===== src/rtl/decode_stage.sv =====
// RV32I/E decode stage: combinational decode, busy-bit RAW interlock and a
// BUF_DEPTH-entry output FIFO toward execute.
package decode_pkg;
    typedef logic [6:0] opcode_t;
    typedef enum logic [1:0] {
        UNSET              = 2'd0,
        REGISTER_OPERATION = 2'd1,
        MEMORY_ACCESS      = 2'd2,
        BRANCH             = 2'd3
    } alu_op_t;

    localparam opcode_t OP_R      = 7'h33;
    localparam opcode_t OP_IMM    = 7'h13;
    localparam opcode_t OP_LOAD   = 7'h03;
    localparam opcode_t OP_JALR   = 7'h67;
    localparam opcode_t OP_STORE  = 7'h23;
    localparam opcode_t OP_BRANCH = 7'h63;
    localparam opcode_t OP_LUI    = 7'h37;
    localparam opcode_t OP_AUIPC  = 7'h17;
    localparam opcode_t OP_JAL    = 7'h6F;
endpackage

module decode_stage
    import decode_pkg::*;
#(
    parameter int  XLEN      = 32,
    parameter int  NUM_REGS  = 32,
    parameter int  BUF_DEPTH = 2,
    localparam int RA_W      = $clog2(NUM_REGS)
) (
    input  logic            i_clk,
    input  logic            i_reset,
    input  logic            i_flush,
    input  logic            i_in_valid,
    output logic            o_in_ready,
    input  logic [31:0]     i_in_instr,
    input  logic [XLEN-1:0] i_in_pc,
    input  logic            i_wb_valid,
    input  logic [RA_W-1:0] i_wb_rd,
    output logic            o_out_valid,
    input  logic            i_out_ready,
    output logic [XLEN-1:0] o_out_pc,
    output opcode_t         o_out_opcode,
    output logic [2:0]      o_out_funct3,
    output logic [6:0]      o_out_funct7,
    output logic [RA_W-1:0] o_out_rd,
    output logic [RA_W-1:0] o_out_rs1,
    output logic [RA_W-1:0] o_out_rs2,
    output logic [XLEN-1:0] o_out_imm,
    output alu_op_t         o_out_alu_op,
    output logic            o_out_illegal
);
    localparam int PTR_W = (BUF_DEPTH > 1) ? $clog2(BUF_DEPTH) : 1;
    localparam int CNT_W = $clog2(BUF_DEPTH + 1);
    localparam logic [PTR_W-1:0] PTR_LAST = PTR_W'(BUF_DEPTH - 1);
    localparam logic [CNT_W-1:0] CNT_FULL = CNT_W'(BUF_DEPTH);

    typedef struct packed {
        logic [XLEN-1:0] pc;
        opcode_t         opcode;
        logic [2:0]      funct3;
        logic [6:0]      funct7;
        logic [RA_W-1:0] rd;
        logic [RA_W-1:0] rs1;
        logic [RA_W-1:0] rs2;
        logic [XLEN-1:0] imm;
        alu_op_t         alu_op;
        logic            illegal;
    } entry_t;

    entry_t             w_dec, w_head, w_out;
    logic [4:0]         w_f_rd, w_f_rs1, w_f_rs2;
    logic               w_use_rd, w_use_rs1, w_use_rs2, w_known, w_bad_reg;
    logic [31:0]        w_imm32;
    logic               w_hazard, w_full, w_push, w_pop;
    logic [NUM_REGS-1:0] r_busy, w_busy_nxt;
    logic [PTR_W-1:0]   r_wptr, r_rptr;
    logic [CNT_W-1:0]   r_count;
    entry_t             r_mem [BUF_DEPTH];

    assign w_f_rd  = i_in_instr[11:7];
    assign w_f_rs1 = i_in_instr[19:15];
    assign w_f_rs2 = i_in_instr[24:20];

    always_comb begin
        w_use_rd  = 1'b0;
        w_use_rs1 = 1'b0;
        w_use_rs2 = 1'b0;
        w_known   = 1'b1;
        w_imm32   = '0;
        w_dec     = '0;
        w_dec.pc     = i_in_pc;
        w_dec.opcode = i_in_instr[6:0];
        unique case (i_in_instr[6:0])
            OP_R: begin
                {w_use_rd, w_use_rs1, w_use_rs2} = 3'b111;
                w_dec.funct3 = i_in_instr[14:12];
                w_dec.funct7 = i_in_instr[31:25];
                w_dec.alu_op = REGISTER_OPERATION;
            end
            OP_IMM, OP_LOAD, OP_JALR: begin
                {w_use_rd, w_use_rs1} = 2'b11;
                w_dec.funct3 = i_in_instr[14:12];
                w_imm32 = {{20{i_in_instr[31]}}, i_in_instr[31:20]};
                if (i_in_instr[6:0] == OP_LOAD) w_dec.alu_op = MEMORY_ACCESS;
            end
            OP_STORE: begin
                {w_use_rs1, w_use_rs2} = 2'b11;
                w_dec.funct3 = i_in_instr[14:12];
                w_imm32 = {{20{i_in_instr[31]}}, i_in_instr[31:25], i_in_instr[11:7]};
                w_dec.alu_op = MEMORY_ACCESS;
            end
            OP_BRANCH: begin
                {w_use_rs1, w_use_rs2} = 2'b11;
                w_dec.funct3 = i_in_instr[14:12];
                w_imm32 = {{19{i_in_instr[31]}}, i_in_instr[31], i_in_instr[7],
                           i_in_instr[30:25], i_in_instr[11:8], 1'b0};
                w_dec.alu_op = BRANCH;
            end
            OP_LUI, OP_AUIPC: begin
                w_use_rd = 1'b1;
                w_imm32  = {i_in_instr[31:12], 12'b0};
            end
            OP_JAL: begin
                w_use_rd = 1'b1;
                w_imm32  = {{11{i_in_instr[31]}}, i_in_instr[31], i_in_instr[19:12],
                            i_in_instr[20], i_in_instr[30:21], 1'b0};
            end
            default: w_known = 1'b0;
        endcase

        // RV32E: any referenced register above the implemented range traps
        w_bad_reg = (w_use_rd  && (int'(w_f_rd)  >= NUM_REGS)) ||
                    (w_use_rs1 && (int'(w_f_rs1) >= NUM_REGS)) ||
                    (w_use_rs2 && (int'(w_f_rs2) >= NUM_REGS));
        w_dec.illegal = !w_known || (i_in_instr[1:0] != 2'b11) || w_bad_reg;
        w_dec.imm     = XLEN'($signed(w_imm32));
        if (!w_dec.illegal) begin
            if (w_use_rd)  w_dec.rd  = w_f_rd[RA_W-1:0];
            if (w_use_rs1) w_dec.rs1 = w_f_rs1[RA_W-1:0];
            if (w_use_rs2) w_dec.rs2 = w_f_rs2[RA_W-1:0];
        end
    end

    // Unused/illegal source fields are already zero, so they never interlock
    assign w_hazard =
        ((w_dec.rs1 != '0) && r_busy[w_dec.rs1] && !(i_wb_valid && (i_wb_rd == w_dec.rs1))) ||
        ((w_dec.rs2 != '0) && r_busy[w_dec.rs2] && !(i_wb_valid && (i_wb_rd == w_dec.rs2)));

    assign w_full      = (r_count == CNT_FULL);
    assign o_in_ready  = !i_reset && !i_flush && !w_full && !w_hazard;
    assign w_push      = i_in_valid && o_in_ready;
    assign o_out_valid = !i_reset && (r_count != '0);
    assign w_pop       = o_out_valid && i_out_ready;

    always_comb begin
        w_busy_nxt = r_busy;
        if (i_wb_valid) w_busy_nxt[i_wb_rd] = 1'b0;
        if (w_push && (w_dec.rd != '0)) w_busy_nxt[w_dec.rd] = 1'b1;
        w_busy_nxt[0] = 1'b0;
    end

    function automatic logic [PTR_W-1:0] f_inc(input logic [PTR_W-1:0] p);
        return (p == PTR_LAST) ? '0 : p + 1'b1;
    endfunction

    always_ff @(posedge i_clk) begin
        if (i_reset || i_flush) begin
            r_wptr  <= '0;
            r_rptr  <= '0;
            r_count <= '0;
            r_busy  <= '0;
        end else begin
            if (w_push) r_wptr <= f_inc(r_wptr);
            if (w_pop)  r_rptr <= f_inc(r_rptr);
            if (w_push && !w_pop)      r_count <= r_count + 1'b1;
            else if (!w_push && w_pop) r_count <= r_count - 1'b1;
            r_busy <= w_busy_nxt;
        end
    end

    always_ff @(posedge i_clk) begin
        if (w_push) r_mem[r_wptr] <= w_dec;
    end

    assign w_head = r_mem[r_rptr];
    assign w_out  = o_out_valid ? w_head : '0;

    assign o_out_pc      = w_out.pc;
    assign o_out_opcode  = w_out.opcode;
    assign o_out_funct3  = w_out.funct3;
    assign o_out_funct7  = w_out.funct7;
    assign o_out_rd      = w_out.rd;
    assign o_out_rs1     = w_out.rs1;
    assign o_out_rs2     = w_out.rs2;
    assign o_out_imm     = w_out.imm;
    assign o_out_alu_op  = w_out.alu_op;
    assign o_out_illegal = w_out.illegal;
endmodule

===== config.mk =====
export PLATFORM = sky130hd
export DESIGN_NAME = decode_stage
export DESIGN_NICKNAME = d
export VERILOG_FILES = /design/src/rtl/decode_stage.sv
export SDC_FILE = /design/constraint.sdc
export NUM_CORES = 1
export LEC_CHECK = 0
export BUFFER_PORTS_ARGS = -buffer_cell sky130_fd_sc_hd__buf_2
export CORE_MARGIN = 1.5
export CORE_UTILIZATION = 44
export DETAILED_ROUTE_END_ITERATION = 7
export GPL_ROUTABILITY_DRIVEN = 0
export PLACE_DENSITY = 0.72
export SLEW_MARGIN = 20
export SYNTH_ARGS = -nofsm -noshare
export SYNTH_HDL_FRONTEND = slang
export SYNTH_SLANG_ARGS = --single-unit

===== constraint.sdc =====
create_clock -name i_clk -period 7.9 [get_ports i_clk]
set_input_delay 0.79 -clock i_clk [delete_from_list [all_inputs] [get_ports i_clk]]
set_output_delay 0.79 -clock i_clk [all_outputs]
set_load 0.05 [all_outputs]

-- Word-level counts from Yosys, hierarchy flattened
Memories as Yosys holds them, arrays and structs flattened. A register that Yosys moved wholly into a read port is not among the register bits.
Cells that the tools add are included.
- bits in registers: 36
- bits in writable memories: 198
- input bits: 75
- output and inout bits: 101
- logic and storage cells: 104
- memories: 1
- add/sub/neg operators: 4
- order comparisons: 6
- equality and inequality tests: 13
- mux-type cells: 32
- bitwise logic cells: 3
- reductions and logical operators: 40
- memories (name ; depth ; bits a word ; read ports ; clocked after memory_dff ; wr ports ; RTL line ; source):
    r_mem ; 2 ; 99 ; 1 ; 1 ; 1 ; 79 ; entry_t r_mem [BUF_DEPTH];
- operator list (cell ; number):
    32-bit case mux with 5 select lines ; 1
    99-bit 2-to-1 mux ; 1
    32-bit 2-to-1 mux ; 2
    32-bit AND ; 1
    32-bit NOT ; 1
    32-bit OR ; 1
    5-bit by 6-bit less-than comparator with 1-bit output (second input constant) ; 4
    7-bit by 6-bit equality test with 1-bit output (second input constant) ; 3
    7-bit equality test (second input constant) ; 3
    1-bit logical AND ; 17
    15-bit 2-to-1 mux ; 1
    5-bit 2-to-1 mux ; 3
    5-bit nonzero test ; 3
    7-bit by 5-bit equality test with 1-bit output (second input constant) ; 2
    1-bit 2-to-1 mux ; 14
    1-bit binary-select mux with 5-bit select ; 2
    1-bit demux with 5-bit select ; 2
    5-bit equality test ; 2
    5-bit by 1-bit greater-or-equal comparator with 1-bit output (second input constant) ; 2
    1-bit logical NOT ; 9
    9-bit OR reduction ; 1
    2-bit case mux with 4 select lines ; 1
    7-bit by 2-bit equality test with 1-bit output (second input constant) ; 1
    7-bit 2-to-1 mux ; 1
    other kinds (13) ; 20

-- Longest topological paths before layout
- word-level depth: 18
- mapped depth: 14
- mapped depth without buffers: 11

-- Least setup slack after synthesis
Ideal clock, no wire load.
- kind: input to register
- from: input i_in_instr[16]
- to: memory r_mem[0][0] in the netlist's numbering, enable pin
- arrival time: 6721 ps
- data required time: 7341 ps
- path slack: 619 ps
- stages: 8
- path buffers: 2
- path through: clkbuf_1 mux4_2 a22o_1 a211o_1 o211ai_2 nand4_4 buf_6 nor2_1
- longest elaborated chain between the ends: 12
- elaborated cells between the ends (all ways): 16
- classes of those cells: eq/ne: 1; mux: 6; reduce/logical: 9
- ends and longest elaborated chain (what ; RTL line ; source):
    from (decl) ; 36 ; input logic [31:0] i_in_instr,
    5-bit 2-to-1 mux (*) ; 140 ; if (w_use_rs1) w_dec.rs1 = w_f_rs1[RA_W-1:0];
    15-bit 2-to-1 mux (*) ; 138 ; if (!w_dec.illegal) begin
    1-bit binary-select mux with 5-bit select or 5-bit equality test (tied branches) ; 147 ; ((w_dec.rs1 != '0) && r_busy[w_dec.rs1] && !(i_wb_valid && (i_wb_rd == w_dec.rs1))) ||
    1-bit 2-to-1 mux (implied by the code) or 1-bit logical AND (tied branches) ; 147 ;
    1-bit logical AND or 1-bit logical NOT (tied branches) ; 147 ;
    1-bit logical AND (*) ; 147 ;
    1-bit logical OR (*) ; 147 ;
    1-bit logical NOT (*) ; 151 ; assign o_in_ready = !i_reset && !i_flush && !w_full && !w_hazard;
    1-bit logical AND (*) ; 151 ;
    1-bit logical AND (*) ; 152 ; assign w_push = i_in_valid && o_in_ready;
    1-bit 2-to-1 mux (*) ; 183 ; if (w_push) r_mem[r_wptr] <= w_dec;
    1-bit 2-to-1 mux (implied by the code) (*) ; 183 ;
    to (decl) ; 79 ;
Mark *: on every way between the ends. The rest lies on a longest branch, timed or not. The select of a mux whose other input is x is not followed.

==> reports/qor.csv <==
metric,value,unit
yosys.cell_types.count,64,
hold_buffers,0,
max_slew_margin,30.0,%
synth-simple-area-share,10.6,%
synthMuxAreaShare,12.0,%
synth_compound_area_share,10.1,%
finalMaxSlewViolations,0,
drcViolationCount,0,
finClkSkew,0.0200,ns
r2r_start,r_busy[9]$_SDFF_PP0_,
peakVddDrop,0.000131,V
finalCritPeriodShare,55.5,%
power.share.clock,43.9,%
synth_xor_area_share,0.999,%
rsz0062_at_grt,false,
synthCells,808,
seq_area,6670,um2
end_kind,flop,
synth-edff-count,198,
layout_commonest_cell,edfxtp_1,
min_path_type,in2reg,
grt.overflow.total,0,
start_kind,input pin,
nets,1039,
syn_nets,884,
fp.dieH,158,um
worstPathArrival,4.52,ns
worst_ep_required_time,8.04,ns
combPwrFrac,5.9,%
grt_pass1_wl,38800,um
status,"complete, no violations",
path_class,in2reg,
io-pin-count,176,
drtAntennaViolNets,0,
first_pass_iters,5,
fmax,228,MHz
most-common-layout-cells,"198 x edfxtp_1, 175 x buf_2, 127 x nor2_1",
wirelength,26300,um
vias_per_cell,5.65,
cts_sinks,234,
dp_slack,3.06,ns
dp_hpwl,17600,um
worst_slew_pin_slew,1.05,ns
synth_seq_area_share,63.4,%
cts-root-buf,clkbuf_16,
ctsResizeCount,0,
clk_latency,0.53,ns
clock_path_buffers,3,
portBuffers,175,
start_util,44.8,%
syn2layout_area_growth,18.9,%
fp.dieW,158,um
crit_fanout,61,
hp-start,i_in_pc[3],
numCtsBuffers,26,
synth_ff_type,edfxtp_1,
synth_fa_ha_area_share,0.119,%
synth_area,10500,um2
synth_seq_cells,234,
cap_violations,0,
synth_top_family_by_area,multiplexers,
p_sw,0.596,mW
avgSynthCellArea,13.0,um2
synth-async-reset-ratio,0,%
hold_violations,0,
post-route-min-period,4.38,ns
core,23500,um2
groute.usage.overall,20.5,%
cts_tree,built,
yosys_warnings,0,
worst_slack,3.52,ns
seq_power_share,50.2,%
h-tree-depth,1,
die_area,24800,um2
clk_pin_slew,0.06,ns
power_leakage,4.50,nW
grt_max_degree,76,
grt_pass1_vias,7028,
p_int,2.11,mW
first_iter_violations,618,
p_sw_share,22.0,%
fin_tns_setup,0,ns
postCtsSetupBuffers,0,
wl_per_cell,20.2,um
antenna_found_initial,0,
multiInputGateArea,3580,um2
power_density,216,nW/um2
vias,7350,
layout-drive-gt1-share,25.8,%
fillerInstances,1959,
rows,56,
finalSetupViolations,0,
critPathLaunch,i_in_instr[3],
[per-stage QoR]
step                hold WS (ns)  power [mW]  area (um2)  std cells  util, %
finish                     0.444        2.71       12500       1302     53.3
global route               0.431        2.78       12500       1301     53.3
CTS                        0.431        2.72       12500       1300     53.2
detailed placement         0.499        1.54       11600       1253     49.5
global placement           0.488        1.54       11600       1253     49.5
floorplan                  0.446        1.48       10500        808        -
[synth_stat cells, types with 4 or more instances]
master,n,area (um2)
edfxtp_1,198,5950
nor2_1,128,480
mux2i_1,104,1040
dfxtp_1,36,721
clkbuf_1,35,131
o211ai_1,29,218
nand2_1,26,97.6
o31ai_1,25,188
and2_1,21,131
a21o_1,20,150
o21ai_0,14,70.1
a21oi_1,11,55.1
buf_1,11,41.3
inv_1,10,37.5
nand3b_1,10,75.1
nor2b_1,9,56.3
mux4_2,8,180
buf_2,7,35.0
nand3_1,7,35.0
xor2_1,7,61.3
a22o_1,5,43.8
or3_1,5,31.3
xnor2_1,5,43.8
a31oi_1,4,25.0
and3_1,4,25.0
mux2_2,4,45.0
nand2b_1,4,25.0
or2_2,4,25.0
[worst max-delay path: stages]
cell and delay [ns]:
buf_2 0.14, nand3b_1 0.30, nor4_1 0.78, xnor2_1 0.19, o2111ai_1 0.12, o21ai_1 0.20, nand4_4 0.52, nor2_4 0.21
buf_4 0.47, buf_4 0.73
[layer usage]
metal	GRT usage [%]	vias up	wire length, um
met5	0	-	0
met4	8.22	0	903
met3	4.76	67	2330
met2	33.6	367	12400
met1	26.3	3568	10700
li1	-	3348	-
[path summary, 6_finish.rpt]
kind | end | slack (ns) | cells after the start
max | r_mem[0][60]$_DFFE_PP_ | 3.52 | 10
min reg2reg | r_count[1]$_SDFFE_PP0P_ | 0.50 | 2
max reg2reg | r_mem[0][60]$_DFFE_PP_ | 3.92 | 9
min | r_mem[1][70]$_DFFE_PP_ | 0.44 | 1
[cell type report]
type                    count  area share [%]
inverters                  11           0.330
flip-flops and latches    234            53.3
multi-input cells         506            28.6
clock inverters            13            1.05
diodes                      1          0.0200
well taps                 319            3.19
clock buffers              34            5.79
repair buffers            184            7.70
[power groups by stage]
stage	Combinational (mW)	Clock [mW]	Sequential [mW]
2_1_floorplan	0.0998	0	1.38
3_3_place_gp	0.156	0	1.38
5_1_grt	0.171	1.25	1.36
6_report	0.160	1.19	1.36
3_5_place_dp	0.158	0	1.38
4_1_cts	0.159	1.21	1.36
[registers in the layout, summed over array words and instances, names as in the netlist, named ones only]
register  flops
r_rptr        1
r_wptr        1
r_mem       198
r_count       2
r_busy       31
[logic make-up after synthesis]
family | after synthesis
flops | 234
simple gates | 235
xor+xnor | 12
mux | 116
fa+ha+maj | 1
compound gates | 142
buf+inv | 68
Power figures use the tool's default switching activity.
